File: src/rtl/mem_bus_pkg.sv
// Shared types for the two-master SRAM/MMIO bus arbiter.
// FSM states, address regions and the default unmapped read pattern.
package mem_bus_pkg;

   typedef enum logic [2:0] {
      S_IDLE,
      S_RAM,
      S_RAM_WAIT,
      S_IO_WAIT,
      S_DONE
   } state_t;

   typedef enum logic [1:0] {
      REG_RAM,
      REG_IO,
      REG_NONE
   } region_t;

   localparam logic [31:0] UNMAPPED_RDATA_DEF = 32'hDEAD_BEEF;

endpackage

File: src/rtl/rr_arb2.sv
// Two-way round-robin arbiter; the pointer remembers the last winner
// and the other requester wins a tie. Pointer resets to m1.
module rr_arb2
   import mem_bus_pkg::*;
(
   input  logic       clk,
   input  logic       resetn,
   input  logic [1:0] req,
   input  logic       advance,
   output logic [1:0] gnt,
   output logic       last
);

   always_comb begin
      gnt = 2'b00;
      unique case (req)
         2'b01:   gnt = 2'b01;
         2'b10:   gnt = 2'b10;
         2'b11:   gnt = last ? 2'b01 : 2'b10;
         default: gnt = 2'b00;
      endcase
   end

   always_ff @(posedge clk or negedge resetn) begin
      if (!resetn)
         last <= 1'b1;
      else if (advance && (gnt != 2'b00))
         last <= gnt[1];
   end

endmodule

File: src/rtl/mem_bus_arbiter.sv
// Shares SRAM and the MMIO window between two picorv32-native masters,
// one transaction at a time, with address decode and registered outputs.
module mem_bus_arbiter
   import mem_bus_pkg::*;
#(
   parameter int          MEM_SIZE       = 4096,
   parameter int          RAM_RD_LAT     = 2,
   parameter logic [31:0] MMIO_BASE      = 32'h0000_4000,
   parameter int          MMIO_WORDS     = 4,
   parameter int          IO_TIMEOUT     = 255,
   parameter logic [31:0] UNMAPPED_RDATA = UNMAPPED_RDATA_DEF
)(
   input  logic                          clk,
   input  logic                          resetn,
   input  logic                          m0_valid,
   input  logic [31:0]                   m0_addr,
   input  logic [31:0]                   m0_wdata,
   input  logic [3:0]                    m0_wstrb,
   output logic                          m0_ready,
   output logic [31:0]                   m0_rdata,
   input  logic                          m1_valid,
   input  logic [31:0]                   m1_addr,
   input  logic [31:0]                   m1_wdata,
   input  logic [3:0]                    m1_wstrb,
   output logic                          m1_ready,
   output logic [31:0]                   m1_rdata,
   output logic                          ram_en,
   output logic [3:0]                    ram_we,
   output logic [$clog2(MEM_SIZE)-1:0]   ram_addr,
   output logic [31:0]                   ram_wdata,
   input  logic [31:0]                   ram_rdata,
   output logic                          io_valid,
   output logic [$clog2(MMIO_WORDS)-1:0] io_addr,
   output logic [31:0]                   io_wdata,
   output logic [3:0]                    io_wstrb,
   input  logic                          io_ready,
   input  logic [31:0]                   io_rdata,
   output logic [1:0]                    grant,
   output logic                          bus_err
);

   localparam int          AW      = $clog2(MEM_SIZE);
   localparam int          IW      = $clog2(MMIO_WORDS);
   localparam logic [31:0] IO_END  = MMIO_BASE + 32'(4 * MMIO_WORDS);
   localparam logic [7:0]  TO_LAST = (IO_TIMEOUT > 256) ? 8'hFF
                                                        : 8'(IO_TIMEOUT - 1);

   state_t            state_q, state_d;
   region_t           region_q, region_d, sel_reg;
   logic [1:0]        grant_q, grant_d, gnt;
   logic              wr_q, wr_d, arb_last;
   logic [2:0]        cnt_q, cnt_d;
   logic [7:0]        tcnt_q, tcnt_d;
   logic [31:0]       rdata_q, rdata_d;
   logic [1:0]        ready_q, ready_d;
   logic              err_q, err_d;
   logic              ram_en_q, ram_en_d;
   logic [3:0]        ram_we_q, ram_we_d;
   logic [AW-1:0]     ram_addr_q, ram_addr_d;
   logic [31:0]       ram_wdata_q, ram_wdata_d;
   logic              io_valid_q, io_valid_d;
   logic [IW-1:0]     io_addr_q, io_addr_d;
   logic [31:0]       io_wdata_q, io_wdata_d;
   logic [3:0]        io_wstrb_q, io_wstrb_d;
   logic [31:0]       sel_addr, sel_wdata;
   logic [3:0]        sel_wstrb;
   logic              idle;

   assign idle = (state_q == S_IDLE);

   rr_arb2 u_arb (
      .clk     (clk),
      .resetn  (resetn),
      .req     (idle ? {m1_valid, m0_valid} : 2'b00),
      .advance (idle),
      .gnt     (gnt),
      .last    (arb_last)
   );

   assign sel_addr  = gnt[1] ? m1_addr  : m0_addr;
   assign sel_wdata = gnt[1] ? m1_wdata : m0_wdata;
   assign sel_wstrb = gnt[1] ? m1_wstrb : m0_wstrb;

   // RAM wins if the windows ever overlap
   always_comb begin
      if ((sel_addr >> 2) < 32'(MEM_SIZE))
         sel_reg = REG_RAM;
      else if (sel_addr >= MMIO_BASE && sel_addr < IO_END)
         sel_reg = REG_IO;
      else
         sel_reg = REG_NONE;
   end

   always_comb begin
      state_d     = state_q;
      region_d    = region_q;
      grant_d     = grant_q;
      wr_d        = wr_q;
      cnt_d       = cnt_q;
      tcnt_d      = tcnt_q;
      rdata_d     = rdata_q;
      ready_d     = 2'b00;
      err_d       = 1'b0;
      ram_en_d    = 1'b0;
      ram_we_d    = 4'b0000;
      ram_addr_d  = ram_addr_q;
      ram_wdata_d = ram_wdata_q;
      io_valid_d  = io_valid_q;
      io_addr_d   = io_addr_q;
      io_wdata_d  = io_wdata_q;
      io_wstrb_d  = io_wstrb_q;
      unique case (state_q)
         S_IDLE: begin
            if (gnt != 2'b00) begin
               grant_d  = gnt;
               region_d = sel_reg;
               wr_d     = (sel_wstrb != 4'b0000);
               cnt_d    = 3'd0;
               tcnt_d   = 8'd0;
               unique case (sel_reg)
                  REG_RAM: begin
                     ram_en_d    = 1'b1;
                     ram_we_d    = sel_wstrb;
                     ram_addr_d  = AW'(sel_addr >> 2);
                     ram_wdata_d = sel_wdata;
                     state_d     = S_RAM;
                  end
                  REG_IO: begin
                     io_valid_d = 1'b1;
                     io_addr_d  = IW'((sel_addr - MMIO_BASE) >> 2);
                     io_wdata_d = sel_wdata;
                     io_wstrb_d = sel_wstrb;
                     state_d    = S_IO_WAIT;
                  end
                  default: state_d = S_RAM;
               endcase
            end
         end
         // unmapped accesses also pass through here for N+2 timing
         S_RAM: begin
            if (region_q == REG_NONE) begin
               rdata_d = UNMAPPED_RDATA;
               err_d   = 1'b1;
               ready_d = grant_q;
               state_d = S_DONE;
            end else if (wr_q) begin
               ready_d = grant_q;
               state_d = S_DONE;
            end else begin
               cnt_d   = 3'd1;
               state_d = S_RAM_WAIT;
            end
         end
         S_RAM_WAIT: begin
            if (cnt_q == 3'(RAM_RD_LAT)) begin
               rdata_d = ram_rdata;
               ready_d = grant_q;
               state_d = S_DONE;
            end else begin
               cnt_d = cnt_q + 3'd1;
            end
         end
         S_IO_WAIT: begin
            if (io_ready) begin
               io_valid_d = 1'b0;
               rdata_d    = io_rdata;
               ready_d    = grant_q;
               state_d    = S_DONE;
            end else if (tcnt_q >= TO_LAST) begin
               io_valid_d = 1'b0;
               rdata_d    = UNMAPPED_RDATA;
               err_d      = 1'b1;
               ready_d    = grant_q;
               state_d    = S_DONE;
            end else if (tcnt_q != 8'hFF) begin
               tcnt_d = tcnt_q + 8'd1;
            end
         end
         S_DONE: begin
            grant_d = 2'b00;
            state_d = S_IDLE;
         end
         default: state_d = S_IDLE;
      endcase
   end

   always_ff @(posedge clk or negedge resetn) begin
      if (!resetn) begin
         state_q     <= S_IDLE;
         region_q    <= REG_RAM;
         grant_q     <= 2'b00;
         wr_q        <= 1'b0;
         cnt_q       <= 3'd0;
         tcnt_q      <= 8'd0;
         rdata_q     <= 32'd0;
         ready_q     <= 2'b00;
         err_q       <= 1'b0;
         ram_en_q    <= 1'b0;
         ram_we_q    <= 4'b0000;
         ram_addr_q  <= '0;
         ram_wdata_q <= 32'd0;
         io_valid_q  <= 1'b0;
         io_addr_q   <= '0;
         io_wdata_q  <= 32'd0;
         io_wstrb_q  <= 4'b0000;
      end else begin
         state_q     <= state_d;
         region_q    <= region_d;
         grant_q     <= grant_d;
         wr_q        <= wr_d;
         cnt_q       <= cnt_d;
         tcnt_q      <= tcnt_d;
         rdata_q     <= rdata_d;
         ready_q     <= ready_d;
         err_q       <= err_d;
         ram_en_q    <= ram_en_d;
         ram_we_q    <= ram_we_d;
         ram_addr_q  <= ram_addr_d;
         ram_wdata_q <= ram_wdata_d;
         io_valid_q  <= io_valid_d;
         io_addr_q   <= io_addr_d;
         io_wdata_q  <= io_wdata_d;
         io_wstrb_q  <= io_wstrb_d;
      end
   end

   assign m0_ready  = ready_q[0];
   assign m1_ready  = ready_q[1];
   assign m0_rdata  = rdata_q;
   assign m1_rdata  = rdata_q;
   assign ram_en    = ram_en_q;
   assign ram_we    = ram_we_q;
   assign ram_addr  = ram_addr_q;
   assign ram_wdata = ram_wdata_q;
   assign io_valid  = io_valid_q;
   assign io_addr   = io_addr_q;
   assign io_wdata  = io_wdata_q;
   assign io_wstrb  = io_wstrb_q;
   assign grant     = grant_q;
   assign bus_err   = err_q;

endmodule

File: config.mk
export PLATFORM = sky130hd
export DESIGN_NAME = mem_bus_arbiter
export DESIGN_NICKNAME = d
export VERILOG_FILES = /design/src/rtl/mem_bus_pkg.sv /design/src/rtl/rr_arb2.sv /design/src/rtl/mem_bus_arbiter.sv
export SDC_FILE = /design/constraint.sdc
export NUM_CORES = 1
export LEC_CHECK = 0
export ABC_AREA = 0
export CORE_AREA = 3 3 141 143
export DETAILED_ROUTE_END_ITERATION = 8
export DIE_AREA = 0 0 144 146
export GPL_TIMING_DRIVEN = 0
export PLACE_DENSITY_LB_ADDON = 0.15
export SYNTH_ARGS = -nofsm -noshare
export SYNTH_HDL_FRONTEND = slang
export SYNTH_SLANG_ARGS = --single-unit
export TNS_END_PERCENT = 20
File: constraint.sdc
create_clock -name clk -period 3.4 [get_ports clk]
set_clock_uncertainty 0.05 [all_clocks]
set_input_delay 0.51 -clock clk [delete_from_list [all_inputs] [get_ports clk]]
set_output_delay 0.51 -clock clk [all_outputs]
set_load 0.01 [all_outputs]
* Word-level counts from Yosys, hierarchy flattened *
Cells that the tools add are included.

operators by class
  reduce and logical (&&, ||, !) cells = 19
  magnitude comparators = 4
  muxes and demuxes = 54
  add/sub/neg operators = 3
  eq/ne operators = 22

operator list
  cell                    number
  $mux W32                6
  $pmux W32 S3            1
  $ge A32 B15 Y1 const B  1
  $lt A32 B15 Y1 const B  1
  $mux W8                 4
  $lt A30 B13 Y1 const B  1
  $mux W3                 10
  $mux W2                 11
  $mux W4                 4
  $ne A2 B2 Y1 const B    8
  $pmux W8 S2             1
  $pmux W2 S3             2
  $pmux W3 S4             1
  $mux W1                 10
  $reduce_and A5 Y1       2
  $eq A3 B2 Y1 const B    3
  $pmux W3 S3             1
  $reduce_and A3 Y1       3
  $add A8 B1 Y8 const B   1
  $ge A8 B8 Y1 const B    1
  $ne A8 B8 Y1 const B    1
  $reduce_and A4 Y1       2
  $eq A2 B2 Y1 const B    3
  $reduce_bool A2 Y1      3
  other kinds (15)        21

storage, ports and cells
  output and inout port bits = 157
  register bits = 143
  word-level logic and storage cells = 120
  input port bits = 205

* Logic depth before layout (Yosys ltp) *
  word-level depth = 13
  depth in mapped cells = 8
  gate-level depth less buffers = 7

* Modules after synthesis *
A second synthesis with hierarchy kept.

second synthesis, totals
  cells, all modules = 674
  area total of the unflattened synthesis = 6912.9 µm²

by module, submodules not included
  module           times used  sequential area each (µm²)  cells an instance  area each (µm²)
  mem_bus_arbiter  1           3553.4                      668                6856.6
  rr_arb2          1           26.3                        6                  56.3

* Least setup slack after synthesis *
Ideal clock, no wire load.

  kind = input to register
  start = in m1_addr[28]
  end = reg io_addr_q[1] (netlist: io_addr[1])
  slack = 0.922 ns
  data required time = 3.223 ns
  path buffers = 1
  arrival time = 2.300 ns
  library setup time = 0.127 ns
  stages on the path = 6
  cell sequence = nor4_1 > nand2_1 > or4_1 > a211oi_4 > buf_6 > mux2_1

on the way
  cells in the longest elaborated chain, start to end = 7
  elaborated cells between the ends (all ways) = 9
  classes of those cells = 3 x order compare; 1 x eq/ne; 3 x mux; 2 x reduce/logical

RTL lines
  element                                           line                    RTL
  from (decl)                                       mem_bus_arbiter.sv:22   input logic [31:0] m1_addr,
  $mux W32 *                                        mem_bus_arbiter.sv:80   assign sel_addr = gnt[1] ? m1_addr : m0_addr;
  $ge A32 B15 Y1 or $lt A32 B15 Y1 (tied branches)  mem_bus_arbiter.sv:88   else if (sel_addr >= MMIO_BASE && sel_addr < IO_END)
  $logic_and A1 B1 Y1                               mem_bus_arbiter.sv:88
  $mux W2                                           mem_bus_arbiter.sv:88
  $mux W2 *                                         mem_bus_arbiter.sv:86   if ((sel_addr >> 2) < 32'(MEM_SIZE))
  $eq A2 B1 Y1 *                                    mem_bus_arbiter.sv:120  unique case (sel_reg)
  $reduce_and A3 Y1 (no line) *                     -
  to (signal assigned)                              mem_bus_arbiter.sv:221  io_addr_q <= io_addr_d;
  to (decl)                                         mem_bus_arbiter.sv:62   logic [IW-1:0] io_addr_q, io_addr_d;

Every way passes the cells marked *; elsewhere a longest branch is shown, timed or not.
A chain may end at the register's enable or synchronous reset.

* Final worst setup path *
  start = in m0_valid
  end = reg io_addr_q[1] (netlist: io_addr[1])

on the way
  cells in the longest elaborated chain, start to end = 10
  elaborated cells between the ends (all ways) = 16
  classes of those cells = 1 x add/sub; 3 x order compare; 4 x eq/ne; 5 x mux; 3 x reduce/logical

RTL lines
  element                                           line                    RTL
  from (decl)                                       mem_bus_arbiter.sv:15   input logic m0_valid,
  $mux W2 *                                         mem_bus_arbiter.sv:74   .req (idle ? {m1_valid, m0_valid} : 2'b00),
  $eq A2 B2 Y1 or $eq A2 B1 Y1 (tied branches)      rr_arb2.sv:16           unique case (req)
  $pmux W2 S3 *                                     rr_arb2.sv:16
  $mux W32                                          mem_bus_arbiter.sv:80
  $ge A32 B15 Y1 or $lt A32 B15 Y1 (tied branches)  mem_bus_arbiter.sv:88
  $logic_and A1 B1 Y1                               mem_bus_arbiter.sv:88
  $mux W2                                           mem_bus_arbiter.sv:88
  $mux W2                                           mem_bus_arbiter.sv:86
  $eq A2 B1 Y1                                      mem_bus_arbiter.sv:120
  $reduce_and A3 Y1 (no line)                       -

Marks and branches as above.

==> flow_metrics.tcl <==
set metrics [dict create \
    die_h_um 146 \
    ys.flop_type "dfrtp_1" \
    grt_start_max_net_pins 96 \
    cts_tree "yes" \
    core.rowCount 50 \
    start_util_pct 37.8 \
    grt_usage_pct 21.6 \
    finalMaxSlewViolations 0 \
    ys_top_cells_by_count "142 x dfrtp_1, 118 x mux2_2, 41 x nand2_1, 36 x buf_4, 36 x mux2_1" \
    insertion_delay_ps 430 \
    cpMaxStageDelayCell "clkdlybuf4s50_1" \
    powerDensity_nw_per_um2 421 \
    area_growth_pct 63.3 \
    htreeDepth 4 \
    r2r_cells 6 \
    grt_pass1_vias 6337 \
    worstPathRequired_ps 3660 \
    ir_drop_uv 344 \
    syn_inst 583 \
    rsz0062_at_grt "no" \
    relSlewSlack_pct 34.2 \
    hold_depth 3 \
    tightest_slew_ps 975 \
    synth_top_area_share_pct 50.3 \
    yosysSeqAreaShare_pct 50.7 \
    fin_cells 1206 \
    clockRootBuffer "clkbuf_16" \
    dpl.cell_count 1173 \
    setup_viol 0 \
    power.leakage_uw 0.00492 \
    startpoint_type "primary input" \
    final.period_utilization_pct 86.3 \
    path_clk_slew_ps 70 \
    synth_edf_count 0 \
    seqCellArea_um2 3580 \
    gp_congestion 0.791 \
    ctsResizeCount 0 \
    port_buffers 355 \
    fmax_mhz 341 \
    cp.arrival_ps 3190 \
    max_stage_delay_ps 590 \
    synth_seq_cells 143 \
    hp-class "primary input to flop" \
    antenna_left 0 \
    vias 5993 \
    drc 0 \
    fp.dieW_um 144 \
    hpwl_mm 17.8 \
    finalSetupTns_ps 0 \
    cts_buffer_depth 2 \
    die-area_um2 21000 \
    cp_cell_sequence "clkdlybuf4s50_1 -> nand2_1 -> nand3_1 -> buf_2 -> or4b_1 -> a211oi_4 -> buf_6 -> mux2_1" \
    drive_above_1_share_pct 20.8 \
    yosysWarnings 0 \
    drt-vias-per-instance 4.97 \
    multi_input_area_um2 3030 \
    fin_ws_ps 467 \
    io_pins 362 \
    final_util_pct 61.7 \
    hold_viol_final 0 \
    n_fill_cell 1528 \
    drt_iter0_markers 156 \
    wl_per_cell_um 18.8 \
    cts.sinks 143 \
    netlist_area_um2 7060 \
    syn_avg_cell_area_um2 12.1 \
    dr.pass1.iters 4 \
    async_flop_share_pct 100 \
    post-synth-top-count-cell "dfrtp_1" \
    syn_nets 792 \
    drv_cap 0 \
    coreArea_um2 18700 \
    cp_max_fo 10 \
    outcome "complete, no violations" \
    final.min_clock_period_ps 2930 \
    worstSetupPathType "primary input to flop" \
    antenna_found_initial 0 \
    synth_top_area_cell "dfrtp_1" \
    fin_nets 1168 \
    grt_pass1_wl_mm 35.1 \
    grt_overflow 0 \
    cp-end-kind "flop" \
    pre_cts_slack_ps 39.1 \
    synth.area.top_cells "dfrtp_1 50%, mux2_2 19%, mux2_1 5.7%" \
    routed_wl_mm 22.7 \
    cts_buffers 17 \
    n_antenna_cell 0 \
    power_uw 4860 \
    post_synth_num_cell_types 44 \
]
[placed cells by master (no fill, tap or decap), types with 10 or more instances in the layout]
cell type and n:
nand2_1 41, nor2b_1 12, clkbuf_1 21, clkbuf_16 17, clkdlybuf4s50_1 354, o21ai_0 17, mux2i_1 10, o22ai_1 21
dfrtp_1 142, mux2_1 36, buf_4 36, mux2_2 118, nor2_1 12
[through the flow]
stage          hold WS [ps]  cell area (um2)
3_3_place_gp            416            10900
2_1_floorplan           164             7060
5_1_grt                 411            11500
4_1_cts                 360            11500
6_report                386            11500
3_5_place_dp            424            10900
[path summary, 6_finish.rpt]
kind | start | to | slack (ps)
worst max-delay path | m0_valid | io_addr[1] | 470
worst min-delay path | m1_valid | u_arb.last | 390
worst max register to register | state_q[1] | io_addr[1] | 570
worst min register to register | io_wdata[23] | io_wdata[23] | 430
max in group asynchronous | resetn | ram_wdata[25] | 1930
min in group asynchronous | resetn | grant[1] | 530
[per-layer routing]
| metal | up-vias | wire (um) | GRT usage [%] | part of all wire, % |
|---|---|---|---|---|
| met4 | 0 | 382 | 5.70 | 1.7 |
| met1 | 2906 | 8800 | 25.0 | 39 |
| li1 | 2830 | - | - | - |
| met3 | 27 | 1910 | 7.56 | 8.4 |
| met2 | 230 | 11600 | 37.8 | 51 |
| met5 | - | 0 | 0 | 0 |
[power breakdown]
| group | total, uW | leakage (uW) | internal [uW] | switching, uW |
|---|---|---|---|---|
| clock network | 1860 | 0.000284 | 989 | 867 |
| logic | 1220 | 0.00280 | 596 | 623 |
| registers | 1790 | 0.00183 | 1760 | 30.2 |
[cells by family (layout without fill, tap and decap cells)]
kind of cell	Yosys count	in the layout	synth area share, %
muxes	164	164	26.0
AOI/OAI and AO/OA	75	75	7.03
adders and majority gates	4	4	0.708
DFF	143	143	50.7
buffers and inverters	77	466	6.50
and+or+nand+nor	120	120	9.12
[worst max-delay path, delay by kind of cell]
kind                   cells  cell delay (ps)
buffers and inverters      3             1100
muxes                      1              340
AOI/OAI and AO/OA          1              500
and+or+nand+nor            3              730
[repair_timing]
| item | 4_1_cts | 5_1_grt |
|---|---|---|
| setup buffers | 0 | 0 |
| endpoints found under the hold margin | 48 | 0 |
| hold buffers | 1 | 0 |
[flip-flops by register name, summed over array words and instances (netlist names)]
register and flops:
io_wdata 32, m0_rdata 32, ram_wdata 32, ram_addr 12
tcnt_q 8, io_wstrb 4, ram_we 4, cnt_q 3
state_q 3, grant 2, io_addr 2, ready_q 2
region_q 2, bus_err 1, io_valid 1, ram_en 1
u_arb.last 1, wr_q 1
[cell type report]
cell class	count	share of cell area, %
flip-flops and latches	143	31.0
plain buffers	68	3.69
multi-input cells	363	26.2
clock buffers	17	3.69
clock inverters	15	1.40
inverters	9	0.293
well taps	234	2.54
repair buffers	357	31.1
No activity file was read; power rests on OpenSTA's default activity.
